<file path="config.mk">
export PLATFORM = sky130hd
export DESIGN_NAME = keypad_ctrl
export DESIGN_NICKNAME = d
export VERILOG_FILES = /design/src/rtl/keypad_ctrl.sv
export SDC_FILE = /design/constraint.sdc
export NUM_CORES = 1
export LEC_CHECK = 0
export ABC_AREA = 1
export CORE_MARGIN = 5
export CORE_UTILIZATION = 50
export CTS_CLUSTER_DIAMETER = 120
export CTS_CLUSTER_SIZE = 40
export DETAILED_ROUTE_END_ITERATION = 16
export PLACE_DENSITY_LB_ADDON = 0.3
export SYNTH_ARGS = -nofsm -noshare
export SYNTH_HDL_FRONTEND = slang
export SYNTH_SLANG_ARGS = --single-unit
</file>
<file path="constraint.sdc">
create_clock -name clk -period 2.1 [get_ports clk]
set_input_delay 0.21 -clock clk [delete_from_list [all_inputs] [get_ports clk]]
set_output_delay 0.21 -clock clk [all_outputs]
set_load 0.02 [all_outputs]
</file>
<file path="src/rtl/keypad_ctrl.sv">
`default_nettype none
// ============================================================================
// keypad_ctrl -- debounced key-press detector with event FIFO and register bus
// Revision 1.0
// ============================================================================
module keypad_ctrl #(
   parameter int DEBOUNCE_CYCLES = 100000,
   parameter int RELEASE_CYCLES  = 1100000,
   parameter int FIFO_DEPTH      = 8
) (
   input  logic        clk,
   input  logic        rst,
   input  logic [3:0]  key_code,
   input  logic        key_valid,
   input  logic        sel,
   input  logic        rd,
   input  logic        wr,
   input  logic [1:0]  addr,
   input  logic [15:0] wdata,
   output logic [15:0] rdata,
   output logic        irq
);

   localparam int MAX_CYC = (RELEASE_CYCLES > DEBOUNCE_CYCLES) ? RELEASE_CYCLES : DEBOUNCE_CYCLES;
   localparam int CW      = $clog2(MAX_CYC + 1);
   localparam int AW      = $clog2(FIFO_DEPTH);

   // Thresholds are "last count before the transition", so the transition
   // lands on the Nth qualifying cycle counted from the IDLE/HELD exit.
   localparam logic [CW-1:0] DEB_LAST = CW'(DEBOUNCE_CYCLES - 1);
   localparam logic [CW-1:0] REL_LAST = CW'(RELEASE_CYCLES - 1);
   localparam logic [AW:0]   DEPTH    = (AW + 1)'(FIFO_DEPTH);

   localparam logic [1:0] IDLE     = 2'd0;
   localparam logic [1:0] DEBOUNCE = 2'd1;
   localparam logic [1:0] HELD     = 2'd2;
   localparam logic [1:0] RELEASE  = 2'd3;

   logic [1:0]    state;
   logic [CW-1:0] cnt;
   logic [3:0]    cand;

   logic          enable;
   logic          irq_en;
   logic          overflow;

   logic [3:0]    mem [FIFO_DEPTH];
   logic [AW-1:0] wptr;
   logic [AW-1:0] rptr;
   logic [AW:0]   count;

   logic bus_rd, bus_wr;
   logic data_rd, stat_wr, ctrl_wr;
   logic flush, ovf_clr;
   logic not_empty, full;
   logic push_req, push_ok, pop, ovf_set;
   logic unused_wdata;

   assign bus_rd    = sel & rd;
   assign bus_wr    = sel & wr;
   assign data_rd   = bus_rd & (addr == 2'd0);
   assign stat_wr   = bus_wr & (addr == 2'd1);
   assign ctrl_wr   = bus_wr & (addr == 2'd2);
   assign flush     = stat_wr & wdata[3];
   assign ovf_clr   = stat_wr & wdata[2];

   assign not_empty = (count != '0);
   assign full      = (count == DEPTH);

   assign push_req  = enable && (state == DEBOUNCE) && key_valid &&
                      (key_code == cand) && (cnt >= DEB_LAST);
   assign pop       = data_rd & not_empty;
   // A full FIFO still accepts a push when the head leaves in the same cycle.
   assign push_ok   = push_req & ~flush & (~full | pop);
   assign ovf_set   = push_req & ~flush & full & ~pop;

   assign unused_wdata = &{1'b0, wdata[15:4]};

   // ------------------------------------------------------------------
   // Press FSM
   // ------------------------------------------------------------------
   always_ff @(posedge clk) begin
      if (rst) begin
         state <= IDLE;
         cnt   <= '0;
         cand  <= 4'h0;
      end else if (!enable) begin
         state <= IDLE;
         cnt   <= '0;
      end else begin
         case (state)
            IDLE: begin
               if (key_valid) begin
                  state <= DEBOUNCE;
                  cand  <= key_code;
                  cnt   <= CW'(1);
               end
            end
            DEBOUNCE: begin
               if (!key_valid || key_code != cand) begin
                  state <= IDLE;
                  cnt   <= '0;
               end else if (cnt >= DEB_LAST) begin
                  state <= HELD;
                  cnt   <= '0;
               end else begin
                  cnt <= cnt + CW'(1);
               end
            end
            HELD: begin
               if (!key_valid) begin
                  state <= RELEASE;
                  cnt   <= CW'(1);
               end
            end
            RELEASE: begin
               // Any key seen during the release window is the same press
               // bouncing or a neighbour key; neither creates a new event.
               if (key_valid) begin
                  state <= HELD;
                  cnt   <= '0;
               end else if (cnt >= REL_LAST) begin
                  state <= IDLE;
                  cnt   <= '0;
               end else begin
                  cnt <= cnt + CW'(1);
               end
            end
            default: begin
               state <= IDLE;
               cnt   <= '0;
            end
         endcase
      end
   end

   // ------------------------------------------------------------------
   // Event FIFO
   // ------------------------------------------------------------------
   always_ff @(posedge clk) begin
      if (push_ok) begin
         mem[wptr] <= cand;
      end
   end

   always_ff @(posedge clk) begin
      if (rst || flush) begin
         wptr  <= '0;
         rptr  <= '0;
         count <= '0;
      end else begin
         if (push_ok) begin
            wptr <= wptr + AW'(1);
         end
         if (pop) begin
            rptr <= rptr + AW'(1);
         end
         count <= count + (AW + 1)'(push_ok) - (AW + 1)'(pop);
      end
   end

   // ------------------------------------------------------------------
   // Control / status registers and interrupt
   // ------------------------------------------------------------------
   always_ff @(posedge clk) begin
      if (rst) begin
         overflow <= 1'b0;
      end else if (ovf_set) begin
         overflow <= 1'b1;
      end else if (ovf_clr) begin
         overflow <= 1'b0;
      end
   end

   always_ff @(posedge clk) begin
      if (rst) begin
         enable <= 1'b1;
         irq_en <= 1'b0;
      end else if (ctrl_wr) begin
         enable <= wdata[0];
         irq_en <= wdata[1];
      end
   end

   always_ff @(posedge clk) begin
      if (rst) begin
         irq <= 1'b0;
      end else begin
         irq <= irq_en & not_empty;
      end
   end

   always_comb begin
      rdata = 16'h0000;
      if (bus_rd) begin
         case (addr)
            2'd0: begin
               if (not_empty) begin
                  rdata[15]  = 1'b1;
                  rdata[3:0] = mem[rptr];
               end
            end
            2'd1: begin
               rdata[0]     = not_empty;
               rdata[1]     = full;
               rdata[2]     = overflow;
               rdata[8:4]   = 5'(count);
               rdata[11:10] = state;
            end
            2'd2: begin
               rdata[0] = enable;
               rdata[1] = irq_en;
            end
            default: rdata = 16'h0000;
         endcase
      end
   end

endmodule
`default_nettype wire

</file>
* Word level (Yosys, flattened, before mapping) *
Memory sizes are Yosys's and may differ from the RTL's. A register that Yosys moved wholly into a read port is not among the register bits.
Cells that the tools add are included.

storage, ports and cells
  register bits = 41
  bits in writable memories = 32
  bits of input ports = 28
  output and inout port bits = 17
  logic and storage cells = 92
  memories kept = 1

memory list
  name  depth  bits a word  read ports  clocked after memory_dff  write ports  line  RTL
  mem   8      4            1           1                         1            47    logic [3:0] mem [FIFO_DEPTH];

cells by class
  $add $sub $neg = 5
  magnitude comparators = 2
  equality and inequality tests = 12
  mux-type cells = 29
  bitwise logic cells = 18
  reductions and logical operators = 15

operator list
  kind                                                                                    number
  21-bit two-way mux                                                                      6
  21-bit case mux with 4 select lines                                                     1
  21-bit by 1-bit adder with 21-bit output (second input constant)                        1
  21-bit by 17-bit greater-or-equal comparator with 1-bit output (second input constant)  1
  21-bit greater-or-equal comparator (second input constant)                              1
  16-bit two-way mux                                                                      1
  2-bit two-way mux                                                                       7
  1-bit bitwise AND                                                                       13
  4-bit two-way mux                                                                       2
  2-bit case mux with 4 select lines                                                      1
  1-bit two-way mux                                                                       7
  3-bit by 1-bit adder with 3-bit output (second input constant)                          2
  2-bit equality test (second input constant)                                             3
  3-bit two-way mux                                                                       2
  2-bit case mux with 3 select lines                                                      1
  4-bit by 1-bit adder with 4-bit output                                                  1
  2-bit by 1-bit equality test with 1-bit output (second input constant)                  2
  4-bit equality test                                                                     1
  4-bit equality test (second input constant)                                             1
  1-bit logical AND                                                                       4
  2-bit logical NOT                                                                       2
  2-bit != test (second input constant)                                                   2
  4-bit != test                                                                           1
  1-bit NOT                                                                               4
  other kinds (13)                                                                        14

* Depth between registers and ports, before layout *
Gate-level depths: netlist of run 1.

  depth in word-level cells = 9
  mapped depth = 17
  depth with buffers taken out = 17

* Worst setup path after synthesis of run 1 *
No wires, ideal clock.

  kind = flip-flop to flip-flop
  start = register count[2]
  end = register count[2]
  setup time = 121 ps
  arrival time = 2226 ps
  required time = 1979 ps
  setup slack = -247 ps
  cell stages (with the launch flop) = 17
  buffers on the path = 0
  period minus slack after synthesis = 2347 ps
  cell sequence = dfxtp_1 inv_1 ha_1 nand3_1 nand2_1 nor2_4 inv_1 nand2_1 nand3_4 clkinv_2 nand2_1 nand2_1 ha_1 inv_1 fa_1 xor2_1 nor2_1

on the way
  cells in the longest elaborated chain, start to end = 6
  elaborated cells between the ends (all ways) = 8
  classes of those cells = add/sub: 2; eq/ne: 1; bitwise: 4; reduce/logical: 1

ends and longest elaborated chain
  element                                                    line    RTL
  from (decl)                                                50      logic [AW:0] count;
  from (signal assigned)                                     158     count <= count + (AW + 1)'(push_ok) - (AW + 1)'(pop);
  4-bit nonzero test or 4-bit equality test (tied branches)  67, 68
  1-bit bitwise AND or 1-bit NOT (tied branches)             72, 74
  1-bit OR                                                   74      assign push_ok = push_req & ~flush & (~full | pop);
  1-bit bitwise AND                                          74
  4-bit by 1-bit adder with 4-bit output                     158
  4-bit by 1-bit subtractor with 4-bit output *              158

Mark *: on every way between the ends. The rest lies on a longest branch, timed or not.
A chain may end at the register's enable or synchronous reset.

* Worst setup path after layout of run 1 *
  start = register cnt[1]
  end = register count[1]

on the way
  cells in the longest elaborated chain, start to end = 6

ends and longest elaborated chain
  element                                                         line  RTL
  from (decl)                                                     40    logic [CW-1:0] cnt;
  from (signal assigned)                                          107   cnt <= cnt + CW'(1);
  from (signal assigned)                                          126   cnt <= cnt + CW'(1);
  21-bit by 17-bit greater-or-equal comparator with 1-bit output  71    (key_code == cand) && (cnt >= DEB_LAST);
  1-bit logical AND                                               71
  1-bit bitwise AND (2 in a row)                                  74
  4-bit by 1-bit adder with 4-bit output                          158
  4-bit by 1-bit subtractor with 4-bit output                     158

Every way passes these cells.

==> summary.md, run 1 <==
| Metric | Value |
|---|---|
| Status | finished with violations |
| Failing checks | setup timing |
| Synth unique cells | 45 |
| Final GP Congestion | 0.9330 |
| Unrepaired setup endpoints after global routing | true |
| Root Buffer | clkbuf_8 |
| FF+latch count, synth | 76 |
| Worst-path fanout max | 3 |
| Max VDD drop | 0.0003376 V |
| Slack of the critical path | -0.09158 ns |
| Number of flops mapped to enable cells by yosys | 32 |
| Router iterations before antenna repair | 5 |
| Port Buffer Count | 27 |
| Leakage | 2.366 nW |
| Final Max Tran Viols | 0 |
| Main synth FF type | dfxtp_1 |
| Reg2reg setup slack | -0.09 ns |
| Clk sink count | 76 |
| H-Tree Depth | 3 |
| Placed cell count | 739 |
| Overflow after GRT | 0 |
| Commonest cells post-synth | nand2_1 (110), nor2_1 (71), inv_1 (64) |
| Max Clock Freq | 456.3 MHz |
| Final TNS setup | -0.2109 ns |
| Die height | 102.5 microns |
| Site Rows | 33 |
| Yosys top cell by area | edfxtp_1 |
| Tot Pwr | 3.142 mW |
| Worst Hold Slack | 0.4648 ns |
| Gr usage total | 22.43% |
| Vias in the first global route | 3905 |
| DR vias/cell | 5.178 |
| Initial antenna violation count | 0 |
| Worst-skew pair later-pin latency | 0.35 ns |
| Vias | 3946 |
| Detail Placement HPWL | 8316 microns |
| Final Hold Viols | 0 |
| # diodes | 0 |
| Pwr dens | 558.6 nW/um^2 |
| CP Launch Type | register |
| Hold_buf cts | 0 |
| Layout cells sized above 1 | 29.98% |
| Horiz. Die Dim | 102.5 microns |
| Wire per inst | 14.58 microns |
| Pin count of the biggest net entering global routing | 16 |
| Layout area overhead | 31.46% |
| Hold Crit Class | register to register |
| Worst-path clk slew | 0.08 ns |
| Total CTS buffers | 9 |
| Count leader, synth | nand2_1 |
| CP dominant cell by count | nand2_4 |
| Synth warnings | 0 |
| First-pass GRT wire length | 18230 microns |
| Slowest stage delay, CP | 0.51 ns |
| Clock buffer depth | 2 |
| Async SR Flop Fraction | 0% |
| Post-Syn Instances | 549 |
| DRT antenna net count | 0 |
| Die area | 10510 sq um |
| Post-route DRC | 0 |
| Finished Layout Cells | 762 |
| Initial Util | 51.82% |
| Drt first-iter violations | 194 |
| Synth area leaders | edfxtp_1 (22%), dfxtp_1 (21%), nand2_1 (9.6%), nor2_1 (6.2%), inv_1 (5.6%) |
| Synthesized area per cell | 7.794 sq um |
| CP required | 2.34 ns |
| Yosys top cell area share | 22.46% |
| Final WL | 11110 microns |
| CTS tree | done |
| Final nets | 689 |
| Final setup fails | 3 |
| Sequential area share after synthesis | 43.04% |
| Critical Path AT | 2.43 ns |
| Minimum clock period | 2.192 ns |
| Critical-path top delay cell | fa_2 |
| Core area | 8258 sq um |
| Setup WS pre-CTS | -0.5470 ns |
| Worst-path cell chain | ha_4 -> nand2_4 -> nor2_4 -> nand3_2 -> nor2_2 -> nor2_2 -> nand2_4 -> nand3_4 -> clkinv_4 -> nand2_4 -> nand2_4 -> ha_4 -> inv_2 -> fa_2 -> nor2_1 |
| Endpoint type of the worst setup path | register |
| Max capacitance violation total | 0 |
| Worst setup path category | register to register |
| Mapped Area | 4279 sq um |
| Setup Skew | 0.007645 ns |
| IO Pins | 45 |
| Final worst-path cycle share | 104.4% |
[per-stage QoR]
step | area, sq um | utilization, %
floorplan | 4332 | -
global placement | 5215 | 63.15
detailed placement | 5215 | 63.15
CTS | 5532 | 66.98
global route | 5625 | 68.12
finish | 5625 | 68.12
[sequential cells by signal (all words and copies together) (netlist names), named ones only]
signal and cells:
mem 32, cnt 21, cand 4, count 4, rptr 3, wptr 3, state 2, enable 1
irq 1, irq_en 1, overflow 1
[kinds of logic (layout without fill, tap and decap cells)]
group / after synthesis / in the layout / share of synthesized area [%]
simple gates: 276 / 276 / 30.91
buf+inv: 91 / 195 / 9.152
other cells: 1 / 5 / 0.08764
xor+xnor: 6 / 6 / 1.228
fa+ha+maj: 9 / 9 / 2.807
mux: 1 / 1 / 0.2339
compound gates: 89 / 89 / 12.54
flops: 76 / 76 / 43.04
[where the power goes]
group	internal [mW]	switching, mW
clock network	0.675	0.568
logic	0.133	0.186
registers	1.56	0.0159
total	2.37	0.771
[final timing paths]
check                       start                   end  cells after the start
max           cnt[1]$_SDFFE_PP0P_   count[1]$_SDFF_PP0_                     15
min          rptr[2]$_SDFFE_PP0P_  rptr[2]$_SDFFE_PP0P_                      2
min reg2reg  rptr[2]$_SDFFE_PP0P_  rptr[2]$_SDFFE_PP0P_                      2
max reg2reg   cnt[1]$_SDFFE_PP0P_   count[1]$_SDFF_PP0_                     15
[routing by layer]
layer | vias up | wire [microns] | share of wire [%] | GRT usage (%)
met4 | 0 | 174 | 1.6 | 7.568
met1 | 1827 | 4914 | 44 | 28.86
li1 | 2007 | - | - | -
met5 | - | 0 | 0 | 0
met2 | 94 | 5480 | 49 | 38.08
met3 | 18 | 540 | 4.9 | 4.060
[worst max-delay path: cells and delay by family (launching register included)]
kind	cells	cell delay [ns]
buf+inv	2	0.10
flops	1	0.37
simple gates	10	0.80
fa+ha+maj	3	0.78
[area by class of cell]
| cell class | count | area [sq um] |
|---|---|---|
| fillers | 660 | 2633 |
| multi-input cells | 386 | 2238 |
| flip-flops and latches | 76 | 1857 |
| repair buffers | 110 | 913.4 |
| inverters | 69 | 264.0 |
| well taps | 105 | 131.4 |
| clock buffers | 9 | 123.9 |
| clock inverters | 7 | 97.59 |
[cell usage in the layout, fill, tap and decap left out, types with 4 or more instances in the layout]
cell type	instances
dlygate4sd2_1	7
xor2_1	4
nor2_4	4
dfxtp_1	34
clkbuf_2	4
nand2_2	9
nor3_1	11
nand3_2	14
buf_4	77
nand2_1	102
nand3_1	26
clkdlybuf4s50_1	16
ha_1	5
inv_1	59
nor3_2	7
inv_2	9
o221ai_1	5
a21oi_1	28
nor2_1	67
clkbuf_8	9
dfxtp_2	9
conb_1	5
o21ai_0	32
edfxtp_1	32
nor2_2	8
nand2_4	8
nand4_1	9
a21oi_2	10
[repair_timing]
action,CTS,global route
pin swaps,13,8
buffers inserted,6,2
gates resized for setup,29,33
setup endpoints to repair,22,39
Power figures use the tool's default switching activity.
==> run 2, diff against run 1 <==
--- a/config.mk
+++ b/config.mk
@@ -11,7 +11,9 @@
 export CTS_CLUSTER_DIAMETER = 120
 export CTS_CLUSTER_SIZE = 40
 export DETAILED_ROUTE_END_ITERATION = 16
+export HOLD_SLACK_MARGIN = 0.15
 export PLACE_DENSITY_LB_ADDON = 0.3
+export SLEW_MARGIN = 20
 export SYNTH_ARGS = -nofsm -noshare
 export SYNTH_HDL_FRONTEND = slang
 export SYNTH_SLANG_ARGS = --single-unit
==> results of run 2 <==
The final DEF is identical to that of run 1; final timing and power are the same.
==> run 3, diff against run 2 <==
--- a/config.mk
+++ b/config.mk
@@ -13,7 +13,6 @@
 export DETAILED_ROUTE_END_ITERATION = 16
 export HOLD_SLACK_MARGIN = 0.15
 export PLACE_DENSITY_LB_ADDON = 0.3
-export SLEW_MARGIN = 20
 export SYNTH_ARGS = -nofsm -noshare
 export SYNTH_HDL_FRONTEND = slang
 export SYNTH_SLANG_ARGS = --single-unit
==> results of run 3 <==
The final DEF is identical to that of run 1; final timing and power are the same.
